--- src/rtl/usb_tx_ctrl.sv ---
// usb_tx_ctrl: transmit scheduler in front of usb_tx; define USB_TX_CTRL_IPG_EN for an inter-packet gap
module usb_tx_ctrl #(
  parameter int MAX_SIZE       = 64,
  parameter int SE0_MIN        = 8,
  parameter int TIMEOUT_CYCLES = 6000
`ifdef USB_TX_CTRL_IPG_EN
  , parameter int IPG_CYCLES   = 16
`endif
) (
  input  logic       clk,
  input  logic       n_rst,
  input  logic       ack_req,
  input  logic       nak_req,
  input  logic       data_req,
  input  logic [6:0] data_size,
  input  logic       get_tx_packet_data,
  input  logic       dplus_out_mon,
  input  logic       dminus_out_mon,
  output logic [1:0] tx_packet,
  output logic [6:0] tx_packet_size,
  output logic       fifo_pop,
  output logic       tx_busy,
  output logic       tx_done,
  output logic       tx_error
);
  localparam logic [1:0] PKT_IDLE = 2'b00;
  localparam logic [1:0] PKT_DATA = 2'b01;
  localparam logic [1:0] PKT_NAK  = 2'b10;
  localparam logic [1:0] PKT_ACK  = 2'b11;
  localparam int SW = $clog2(SE0_MIN + 1);

`ifdef USB_TX_CTRL_IPG_EN
  typedef enum logic [2:0] {IDLE, ISSUE, WAIT_SE0, WAIT_J, DONE, GAP} state_t;
  localparam state_t AFTER_PKT = GAP;
`else
  typedef enum logic [2:0] {IDLE, ISSUE, WAIT_SE0, WAIT_J, DONE} state_t;
  localparam state_t AFTER_PKT = IDLE;
`endif

  state_t        state_q, state_d;
  logic          ack_q, ack_d, nak_q, nak_d, dat_q, dat_d, err_q, err_d;
  logic [6:0]    dsize_q, dsize_d, size_q, size_d, pop_q, pop_d;
  logic [1:0]    pkt_q, pkt_d;
  logic [SW-1:0] se0_q, se0_d;
  logic [12:0]   tmo_q, tmo_d;
  logic          se0, line_j, in_flight, bad_size, timeout;

  assign se0       = !dplus_out_mon && !dminus_out_mon;
  assign line_j    = dplus_out_mon && !dminus_out_mon;
  assign in_flight = (state_q == WAIT_SE0) || (state_q == WAIT_J);
  assign bad_size  = data_req && (data_size > 7'(MAX_SIZE));
  assign timeout   = in_flight && (tmo_q == 13'(TIMEOUT_CYCLES - 1));

  assign tx_packet      = (state_q == ISSUE) ? pkt_q : PKT_IDLE;
  assign tx_packet_size = size_q;
  assign fifo_pop       = get_tx_packet_data && in_flight && (pkt_q == PKT_DATA) && (pop_q < size_q);
  assign tx_busy        = ack_q || nak_q || dat_q || (state_q != IDLE);
  assign tx_done        = (state_q == DONE);
  assign tx_error       = err_q;

  // Request latching, arbitration, EOP detection and timeout; a timeout overrides the packet FSM
  always_comb begin
    state_d = state_q;
    ack_d   = ack_q;
    nak_d   = nak_q;
    dat_d   = dat_q;
    dsize_d = dsize_q;
    size_d  = size_q;
    pop_d   = pop_q;
    pkt_d   = pkt_q;
    se0_d   = se0_q;
    tmo_d   = tmo_q;
    err_d   = bad_size || (ack_req && nak_req);
    if (ack_req && !ack_q) ack_d = 1'b1;
    if (nak_req && !ack_req && !nak_q) nak_d = 1'b1;
    if (data_req && !bad_size && !dat_q) begin
      dat_d   = 1'b1;
      dsize_d = data_size;
    end
    if (fifo_pop) pop_d = pop_q + 7'd1;
    case (state_q)
      IDLE: if (ack_q || nak_q || dat_q) begin
        state_d = ISSUE;
        pkt_d   = ack_q ? PKT_ACK : nak_q ? PKT_NAK : PKT_DATA;
        size_d  = (ack_q || nak_q) ? 7'd0 : dsize_q;
        ack_d   = ack_q ? 1'b0 : ack_d;
        nak_d   = (!ack_q && nak_q) ? 1'b0 : nak_d;
        dat_d   = (!ack_q && !nak_q) ? 1'b0 : dat_d;
        tmo_d   = '0;
      end
      ISSUE: begin
        state_d = WAIT_SE0;
        pop_d   = '0;
        se0_d   = '0;
        tmo_d   = tmo_q + 13'd1;
      end
      WAIT_SE0: begin
        se0_d   = se0 ? se0_q + 1'b1 : '0;
        state_d = (se0 && se0_q == SW'(SE0_MIN - 1)) ? WAIT_J : WAIT_SE0;
        tmo_d   = tmo_q + 13'd1;
      end
      WAIT_J: begin
        state_d = line_j ? DONE : WAIT_J;
        tmo_d   = tmo_q + 13'd1;
      end
      DONE: begin
        state_d = AFTER_PKT;
        size_d  = '0;
        tmo_d   = '0;
      end
`ifdef USB_TX_CTRL_IPG_EN
      GAP: begin
        state_d = (tmo_q == 13'(IPG_CYCLES - 1)) ? IDLE : GAP;
        tmo_d   = tmo_q + 13'd1;
      end
`endif
      default: state_d = IDLE;
    endcase
    if (timeout) begin
      state_d = AFTER_PKT;
      err_d   = 1'b1;
      size_d  = '0;
      tmo_d   = '0;
    end
  end

  // State and pending-request registers
  always_ff @(posedge clk or negedge n_rst) begin
    if (!n_rst) begin
      state_q <= IDLE;
      ack_q   <= 1'b0;
      nak_q   <= 1'b0;
      dat_q   <= 1'b0;
      err_q   <= 1'b0;
      dsize_q <= '0;
      size_q  <= '0;
      pop_q   <= '0;
      pkt_q   <= PKT_IDLE;
      se0_q   <= '0;
      tmo_q   <= '0;
    end else begin
      state_q <= state_d;
      ack_q   <= ack_d;
      nak_q   <= nak_d;
      dat_q   <= dat_d;
      err_q   <= err_d;
      dsize_q <= dsize_d;
      size_q  <= size_d;
      pop_q   <= pop_d;
      pkt_q   <= pkt_d;
      se0_q   <= se0_d;
      tmo_q   <= tmo_d;
    end
  end
endmodule

--- config.mk ---
export PLATFORM = sky130hd
export DESIGN_NAME = usb_tx_ctrl
export DESIGN_NICKNAME = d
export VERILOG_FILES = /design/src/rtl/usb_tx_ctrl.sv
export SDC_FILE = /design/constraint.sdc
export NUM_CORES = 1
export LEC_CHECK = 0
export BUFFER_PORTS_ARGS = -buffer_cell sky130_fd_sc_hd__clkbuf_2
export CAP_MARGIN = 20
export CORE_MARGIN = 10
export CORE_UTILIZATION = 58
export CTS_CLUSTER_SIZE = 24
export DETAILED_ROUTE_END_ITERATION = 10
export PLACE_DENSITY = 0.84
export SLEW_MARGIN = 20
export SYNTH_ARGS = -nofsm -noshare
export SYNTH_HDL_FRONTEND = slang
export SYNTH_SLANG_ARGS = --single-unit
--- constraint.sdc ---
create_clock -name clk -period 2.9 [get_ports clk]
set_input_delay 0.58 -clock clk [delete_from_list [all_inputs] [get_ports clk]]
set_output_delay 0.58 -clock clk [all_outputs]
set_load 0.05 [all_outputs]
==> impl_metrics.toml, run 1 <==
[clock_tree]
clk_path_buf_depth = 2
cts_sinks = 47
post_cts_buffers = 0
tritoncts = "done"
cts_resized = 0
cts_hold_buf = 0
cts_made_buffers = 5
cts.reportedPaths.clkPinSlew_ps = 90
htree_num_levels = 2
clockRootBuffer = "clkbuf_8"
clock_latency_ps = 300

[sta]
rsz0062_at_grt = "false"
fin_skew_ps = 5.89
max_freq_mhz = 384
hold_viol = 0
setup_viol_count_final = 0
worstMarginPinSlew_ps = 1020
drv_slew = 0
period_share_pct = 89.8
fin_hold_ws_ps = 350
fin_crit_ps = 2600
tns_ps = 0
slew_headroom_pct = 31.1

[grt]
antenna_found_initial = 0
grtUsageTotal_pct = 15.0
grt-ovfl-total = 0
grt_pass1_wl_microns = 9190
grt_max_degree = 48
grt_pass1_vias = 1958

[cells_and_area]
diodes = 0
multi_input_area_sq_um = 1190
seq_area_sq_um = 1180
final_util_pct = 67.7
fill_cells = 326
drive_above_1_share_pct = 18.1
stdcell_area_sq_um = 2730
final_cells = 331
syn_to_final_growth_pct = 11.5
nNetsFinal = 304

[critical_path]
r2r-end = "tmo_q[11]"
path_class = "flip-flop to primary output"
critPathRequiredTime_ps = 2320
reg2reg_depth = 5
worst_r2r_startpoint = "tmo_q[4]"
crit_end = "fifo_pop"
reg2reg_slack_ps = 710
start_kind = "flip-flop"
cp.arrival_ps = 2020
end_kind = "primary output"
critPathMaxFanout = 11
critPathLaunch = "state_q[2]"

[routing]
drc = 0
wl_per_cell_microns = 15.7
drt.antenna.violating_nets = 0
drtIter0Drc = 117
wl_microns = 5200
via_per_inst = 5.88
dr.pass1.iters = 4
vias = 1947

[power_and_ir_drop]
power.density_nw_per_um2 = 796
peakVddDrop_v = 0.000523
p_leak_uw = 0.00127

[logic_synthesis]
synth-simple-area-share_pct = 23.1
syn_area_sq_um = 2450
synthMuxAreaShare_pct = 4.81
synth_enable_flop_cells = 0
yosys.area.top_type = "dfrtp_1"
ys.flop_type = "dfrtp_1"
ys_types = 48
synthAdderAreaFrac_pct = 4.60
synth_top_family_by_area = "simple AND/OR/NAND/NOR gates"
synth.top_cells.by_area = "dfrtp_1 48%, ha_1 4.6%, nand2_1 3.8%, nand3_1 3.5%, nor2_1 3.1%"
avgSynthCellArea_sq_um = 9.75
synth-seq-cells = 47
synthArstFlopShare_pct = 100
seq_area_frac_synth_pct = 48.1
synth-compound-area-share_pct = 13.5
synth-xor-area-share_pct = 2.51
yosys_warnings = 0
netlist.area_leader.share_pct = 48.1
syn-num-nets = 275
synthCells = 251

[die]
die_w_microns = 85.0
ios = 28
dieArea_sq_um = 7220
initial_core_util_pct = 60.7
coreArea_sq_um = 4030
die_y_microns = 85.0
fp-row-count = 23

[run_status]
status = "finished, final reports clean"

[placement]
dpl.cell_count = 323
place_area_sq_um = 2640
numPortBuffers = 27
hpwl_microns = 3840
place_congestion = 0.823

[flow_run]
drv_cap = 0

[worst_hold_path]
hold_path.class = "primary input to async pin"
Yosys cell counts (all sizes together) (2+ instances only):
library cell,number
a31oi,3
nor4,4
and3,5
a2111oi,2
and2,2
clkbuf,5
ha,9
a211oi,2
nand4,6
nand2b,5
nor2,20
mux2i,5
or4,2
a22o,2
o21a,2
nor3,7
nor3b,2
dfrtp,47
o21ai,18
o22a,2
xnor2,4
mux2,6
nand2,25
nand3,17
a21oi,12
xor2,3
buf,5
or3,6
inv,10
nor2b,2
layout make-up:
type	count	share of cell area, %
Sequential cell	47	43.1
Clock buffer	5	2.52
Multi-Input combinational cell	184	43.5
Clock inverter	3	0.871
Timing Repair Buffer	32	6.33
Tap cell	50	2.29
Inverter	10	1.38
where the power goes:
group	switching [uW]	total [uW]	internal [uW]
registers	195	1010	816
logic	455	752	297
clock network	236	409	173
stage by stage:
step,total power (uW),worst slack (ps)
2_1_floorplan,1560,238
3_3_place_gp,1720,695
3_5_place_dp,1760,649
4_1_cts,2170,305
5_1_grt,2320,221
6_report,2170,297
worst min-delay path by stage:
stage	to	from	slack (ps)
5_1_grt	pop_q[1]	n_rst	400
2_1_floorplan	ack_q	n_rst	280
6_report	pop_q[0]	n_rst	350
4_1_cts	tmo_q[2]	n_rst	390
3_5_place_dp	tmo_q[12]	tmo_q[12]	470
3_3_place_gp	pop_q[6]	pop_q[6]	470
sequential cells by signal, indices dropped and copies added (netlist names), 2 cells and up:
| signal | flops |
|---|---|
| pkt_q | 2 |
| state_q | 3 |
| tx_packet_size | 7 |
| dsize_q | 7 |
| tmo_q | 13 |
| pop_q | 7 |
| se0_q | 4 |
metal layers:
layer	global-route usage (%)	routed length [microns]
met5	0	0
met4	5.24	102
met3	3.63	170
met2	23.8	2470
met1	19.2	2460
layout by cell type, fill, tap and decap left out, types with 2 or more instances in the layout:
| cell | synthesis | layout |
|---|---|---|
| xor2_1 | 3 | 3 |
| o21ai_1 | 8 | 8 |
| nor3_1 | 7 | 7 |
| o22a_1 | 2 | 2 |
| dfrtp_1 | 47 | 47 |
| mux2i_1 | 5 | 5 |
| a22o_1 | 2 | 2 |
| nor2b_1 | 2 | 2 |
| mux2_2 | 6 | 6 |
| nor3b_1 | 2 | 2 |
| a21oi_1 | 12 | 12 |
| clkbuf_8 | 0 | 5 |
| nand4_1 | 6 | 6 |
| and2_1 | 2 | 2 |
| or3_1 | 6 | 6 |
| nor2_1 | 20 | 20 |
| nand2b_1 | 4 | 4 |
| clkinvlp_4 | 0 | 2 |
| o21ai_0 | 10 | 10 |
| xnor2_1 | 4 | 4 |
| nand2_1 | 25 | 25 |
| ha_1 | 9 | 9 |
| clkbuf_2 | 0 | 27 |
| nand3_1 | 17 | 17 |
| inv_1 | 10 | 10 |
| buf_4 | 1 | 5 |
| nor4_1 | 3 | 3 |
| o21a_1 | 2 | 2 |
| a31oi_1 | 3 | 3 |
| and3_1 | 5 | 5 |
kinds of logic (layout without fill, tap and decap cells):
logic type | after synthesis | in the layout
and+or+nand+nor | 106 | 106
AOI/OAI and AO/OA | 51 | 51
DFF | 47 | 47
buffers and inverters | 20 | 50
muxes | 11 | 11
adders and majority gates | 9 | 9
xor gates and xnor gates | 7 | 7
critical path: stages, from the launching register on:
cell and delay, ps:
dfrtp_1 490, nand2b_4 210, or4_4 510, a211oi_4 190, clkbuf_2 320
Power figures use the tool's default switching activity.
==> run 2: changes to the inputs <==
--- a/config.mk
+++ b/config.mk
@@ -11,8 +11,10 @@
 export CORE_UTILIZATION = 58
 export CTS_CLUSTER_SIZE = 24
 export DETAILED_ROUTE_END_ITERATION = 10
+export GPL_TIMING_DRIVEN = 0
 export PLACE_DENSITY = 0.84
 export SLEW_MARGIN = 20
 export SYNTH_ARGS = -nofsm -noshare
 export SYNTH_HDL_FRONTEND = slang
 export SYNTH_SLANG_ARGS = --single-unit
+export TNS_END_PERCENT = 50
==> run 2 against run 1 <==
Register-to-register slack barely moved. Combinational power is 11% higher. Clock skew down 1.3 ps. Wire length down 2.3%. Power grew 3.5%. Flip-flop and latch count did not move. Design area grew 2.0%. Via count increased by 4.1%. Core utilization increased by 1.4 points. Global-route usage is 0.20 points higher.
==> impl_metrics.toml, run 2 (synthesized netlist as in run 1, its figures left out) <==
[cells_and_area]
layout_commonest_cell = "dfrtp_1"
nNetsFinal = 313
multi_input_area_sq_um = 1190
diodes = 0
top_register = "tmo_q"
syn_to_final_growth_pct = 13.8
layout_common_cells = "47 x dfrtp_1, 25 x nand2_1, 25 x clkbuf_2"
fill_cells = 331
seq_area_sq_um = 1180
largest_reg_flops = 13
final_cells = 339
drive_above_1_share_pct = 18.7

[power_and_ir_drop]
power.density_nw_per_um2 = 807
p_sw_uw = 858
clkPwrFrac_pct = 20.8
p_comb_share_pct = 37.0
internal_power_uw = 1390
p_leak_uw = 0.00130
switching_share_pct = 38.2
seqPwrFrac_pct = 42.2
power_uw = 2250
peakVddDrop_v = 0.000446

[sta]
fin_crit_ps = 2770
max_freq_mhz = 360
period_share_pct = 95.7
slew_headroom_pct = 33.5
tns_ps = 0
hold_viol = 0
rsz0062_at_grt = "false"
fin_skew_ps = 4.58
worstMarginPinSlew_ps = 989
drv_slew = 0
setup_slack_ps = 126
setup_viol_count_final = 0

[grt]
grt_pass1_wl_microns = 9210
grt_pass1_vias = 2040
grt-ovfl-total = 0
grt_max_degree = 48
antenna_found_initial = 0
grtUsageTotal_pct = 15.2

[clock_tree]
tritoncts = "done"
clk_path_buf_depth = 2
clock_latency_ps = 300
cts.reportedPaths.clkPinSlew_ps = 80
cts_sinks = 47
clockRootBuffer = "clkbuf_8"
htree_num_levels = 2
cts_made_buffers = 5

[routing]
drc = 0
via_per_inst = 5.98
vias = 2026
wl_microns = 5080
dr.pass1.iters = 4
drtIter0Drc = 119
drt.antenna.violating_nets = 0
wl_per_cell_microns = 15.0

[die]
fp-row-count = 23
die_w_microns = 85.0
dieArea_sq_um = 7220
initial_core_util_pct = 60.7
die_y_microns = 85.0
coreArea_sq_um = 4030
ios = 28

[run_status]
status = "finished, final reports clean"

[flow_run]
drv_cap = 0

[placement]
numPortBuffers = 27
place_congestion = 0.822
pre_cts_ws_ps = 423
dpl.cell_count = 328
hpwl_microns = 3720

[critical_path]
path_cells = "buf_2, nand2b_4, or4_4, a211oi_4, buf_2"
end_kind = "primary output"
start_kind = "flip-flop"
critPathLaunch = "state_q[2]"
critPathMaxStageDelay_ps = 510
worst_r2r_startpoint = "tmo_q[4]"
cp.arrival_ps = 2190
slowest_stage = "or4_4"
path_class = "flip-flop to primary output"
worst_path_most_repeated_cell = "buf_2"
critPathMaxFanout = 10
critPathRequiredTime_ps = 2320

[worst_hold_path]
hold_path.class = "primary input to async pin"
## run 2: critical path, delay by kind of cell (launching register included)
kind	cells	cell delay, ps
AND/OR/NAND/NOR	2	680
flip-flops	1	370
AO/OA/AOI/OAI	1	350
buffers and inverters	2	490
## run 2: layout make-up
| class | count | area share, % |
|---|---|---|
| Timing Repair Buffer | 31 | 6.02 |
| Tap cell | 50 | 2.25 |
| Clock buffer | 5 | 2.47 |
| Buffer | 10 | 1.66 |
| Inverter | 10 | 1.35 |
| Multi-Input combinational cell | 184 | 42.7 |
| Sequential cell | 47 | 42.2 |
| Clock inverter | 2 | 1.35 |
## run 2: metal layers
layer | share of wire (%) | up-vias | track usage (%)
met1 | 43 | 989 | 17.9
met2 | 50 | 42 | 25.5
met3 | 4.5 | 11 | 3.92
met4 | 2.1 | 0 | 6.14
met5 | 0 | - | 0
li1 | - | 984 | -
## run 2: final timing paths
path	to	slack (ps)	cells after the start
min in group clk	tmo_q[12]	480	1
hold reg to reg	tmo_q[12]	480	1
hold / removal	pop_q[1]	320	1
setup / recovery	fifo_pop	130	5
setup reg to reg	tmo_q[11]	700	6
max in group asynchronous	se0_q[1]	2160	1
## run 2: power groups by stage
stage	registers, uW	logic [uW]	clock network [uW]
3_3_place_gp	952	780	0
2_1_floorplan	964	600	0
4_1_cts	947	816	477
3_5_place_dp	959	808	0
5_1_grt	974	941	500
6_report	948	832	467
## run 2: through the flow
| stage | util (%) | instance area [sq um] | hold slack [ps] |
|---|---|---|---|
| 3_3_place_gp | 65.7 | 2650 | 475 |
| 6_report | 69.1 | 2780 | 316 |
| 2_1_floorplan | - | 2450 | 284 |
| 3_5_place_dp | 65.7 | 2650 | 476 |
| 4_1_cts | 68.4 | 2750 | 344 |
| 5_1_grt | 69.1 | 2780 | 376 |
## run 2: timing repair
item | 4_1_cts | 5_1_grt
gates resized for setup | 0 | 1
setup buffers | 0 | 4
endpoints found under the setup margin | 0 | 1
hold buffers | 0 | 0
==> run 3: changes to the inputs <==
--- a/config.mk
+++ b/config.mk
@@ -13,6 +13,7 @@
 export DETAILED_ROUTE_END_ITERATION = 10
 export GPL_TIMING_DRIVEN = 0
 export PLACE_DENSITY = 0.84
+export REMOVE_ABC_BUFFERS = 1
 export SLEW_MARGIN = 20
 export SYNTH_ARGS = -nofsm -noshare
 export SYNTH_HDL_FRONTEND = slang
==> run 3 against run 2 <==
Sequential share of layout area up 1.1 points. Final cell count down 3.2%. Clock power down 11%. Design area down 2.5%. Worst setup slack better by 24 ps. Largest cell class unchanged. Combinational power down 14%. Core utilization down 1.7 points. Die area unchanged. Critical path depth unchanged. Sequential power up 8%. Critical endpoint unchanged.
==> impl_metrics.toml, run 3 (synthesized netlist as in run 1, its figures left out) <==
[power_and_ir_drop]
power_uw = 2150
power.density_nw_per_um2 = 791
p_leak_uw = 0.00126
peakVddDrop_v = 0.000374

[grt]
grt_pass1_vias = 1983
antenna_found_initial = 0
grt_pass1_wl_microns = 8990
grtUsageTotal_pct = 14.7
grt_max_degree = 48
grt-ovfl-total = 0

[critical_path]
cp.arrival_ps = 2170
critPathMaxFanout = 6
slowest_stage = "dfrtp_1"
path_buf_inv = 1
start_kind = "flip-flop"
critPathRequiredTime_ps = 2320
end_kind = "primary output"
crit_family = "compound AO/OA/AOI/OAI gates"
path_class = "flip-flop to primary output"
path_cells = "ha_1, a21oi_1, o21ai_0, a211oi_4, clkbuf_2"
critPathMaxStageDelay_ps = 460
reg2reg_slack_ps = 470

[worst_hold_path]
hold_path.class = "primary input to async pin"

[placement]
place_congestion = 0.791
hpwl_microns = 3690
numPortBuffers = 27
dpl.cell_count = 319

[clock_tree]
post_cts_buffers = 0
cts_hold_buf = 0
clk_path_buf_depth = 2
cts_resized = 0
clock_latency_ps = 310
clockRootBuffer = "clkbuf_8"
htree_num_levels = 2
cts_made_buffers = 5
tritoncts = "done"
cts.reportedPaths.clkPinSlew_ps = 90
cts_sinks = 47

[sta]
rsz0062_at_grt = "false"
fin_skew_ps = 6.74
tns_ps = 0
fin_crit_ps = 2750
max_freq_mhz = 364
setup_viol_count_final = 0
fin_hold_ws_ps = 304
drv_slew = 0
slew_headroom_pct = 29.6
period_share_pct = 94.9
hold_viol = 0
worstMarginPinSlew_ps = 1050

[die]
die_w_microns = 85.0
fp-row-count = 23
dieArea_sq_um = 7220
initial_core_util_pct = 60.7
coreArea_sq_um = 4030
ios = 28
die_y_microns = 85.0

[cells_and_area]
final_cells = 328
top_register = "tmo_q"
layout_common_cells = "47 x dfrtp_1, 26 x clkbuf_2, 25 x nand2_1"
largest_reg_flops = 13
diodes = 0
nNetsFinal = 301
layout_commonest_cell = "dfrtp_1"
drive_above_1_share_pct = 17.6
syn_to_final_growth_pct = 10.9

[routing]
wl_microns = 5040
dr.pass1.iters = 4
drc = 0
drt.antenna.violating_nets = 0
drtIter0Drc = 56
vias = 1976
wl_per_cell_microns = 15.4
via_per_inst = 6.02

[flow_run]
drv_cap = 0

[run_status]
status = "finished, final reports clean"
-- run 3: metal layers --
| layer | track usage [%] | up-vias | part of all wire, % |
|---|---|---|---|
| met5 | 0 | - | 0 |
| met4 | 4.04 | 0 | 1.3 |
| met3 | 4.40 | 9 | 5.7 |
| met2 | 24.7 | 39 | 48 |
| met1 | 17.7 | 965 | 45 |
| li1 | - | 963 | - |
-- run 3: layout make-up --
class	count	area, sq um
clock buffers	5	68.8
clock inverters	3	23.8
fillers	333	1320
inverters	10	37.5
multi-input cells	184	1190
flip-flops and latches	47	1180
well taps	50	62.6
repair buffers	29	150
-- run 3: path summary, 6_finish.rpt --
| path | startpoint | to | cells after the start |
|---|---|---|---|
| worst max-delay path | pop_q[2] | fifo_pop | 5 |
| worst min-delay path | n_rst | dsize_q[1] | 1 |
| worst max register to register | tmo_q[4] | tx_packet_size[1] | 5 |
| worst min register to register | tmo_q[12] | tmo_q[12] | 1 |
| max in group asynchronous | n_rst | se0_q[1] | 1 |
| min in group clk | tmo_q[12] | tmo_q[12] | 1 |
-- run 3: where the power goes --
part,total [uW],internal (uW),switching (uW)
combinational,715,281,434
sequential,1020,816,202
clock,414,173,241
-- run 3: worst register-to-register path, cell delays in order, from the launching register on --
cell	delay, ps
dfrtp_1	440
or4b_4	570
nor4_4	450
o21a_1	610
nand3_1	170
o21ai_1	120
-- run 3: through the flow --
step | utilization [%] | setup WS (ps) | area (sq um)
final | 67.4 | 149 | 2710
after global routing | 67.4 | 17.2 | 2710
after CTS | 67.2 | 98.2 | 2710
after detailed placement | 64.9 | 444 | 2610
after global placement | 64.5 | 108 | 2600
after floorplan | - | 238 | 2400
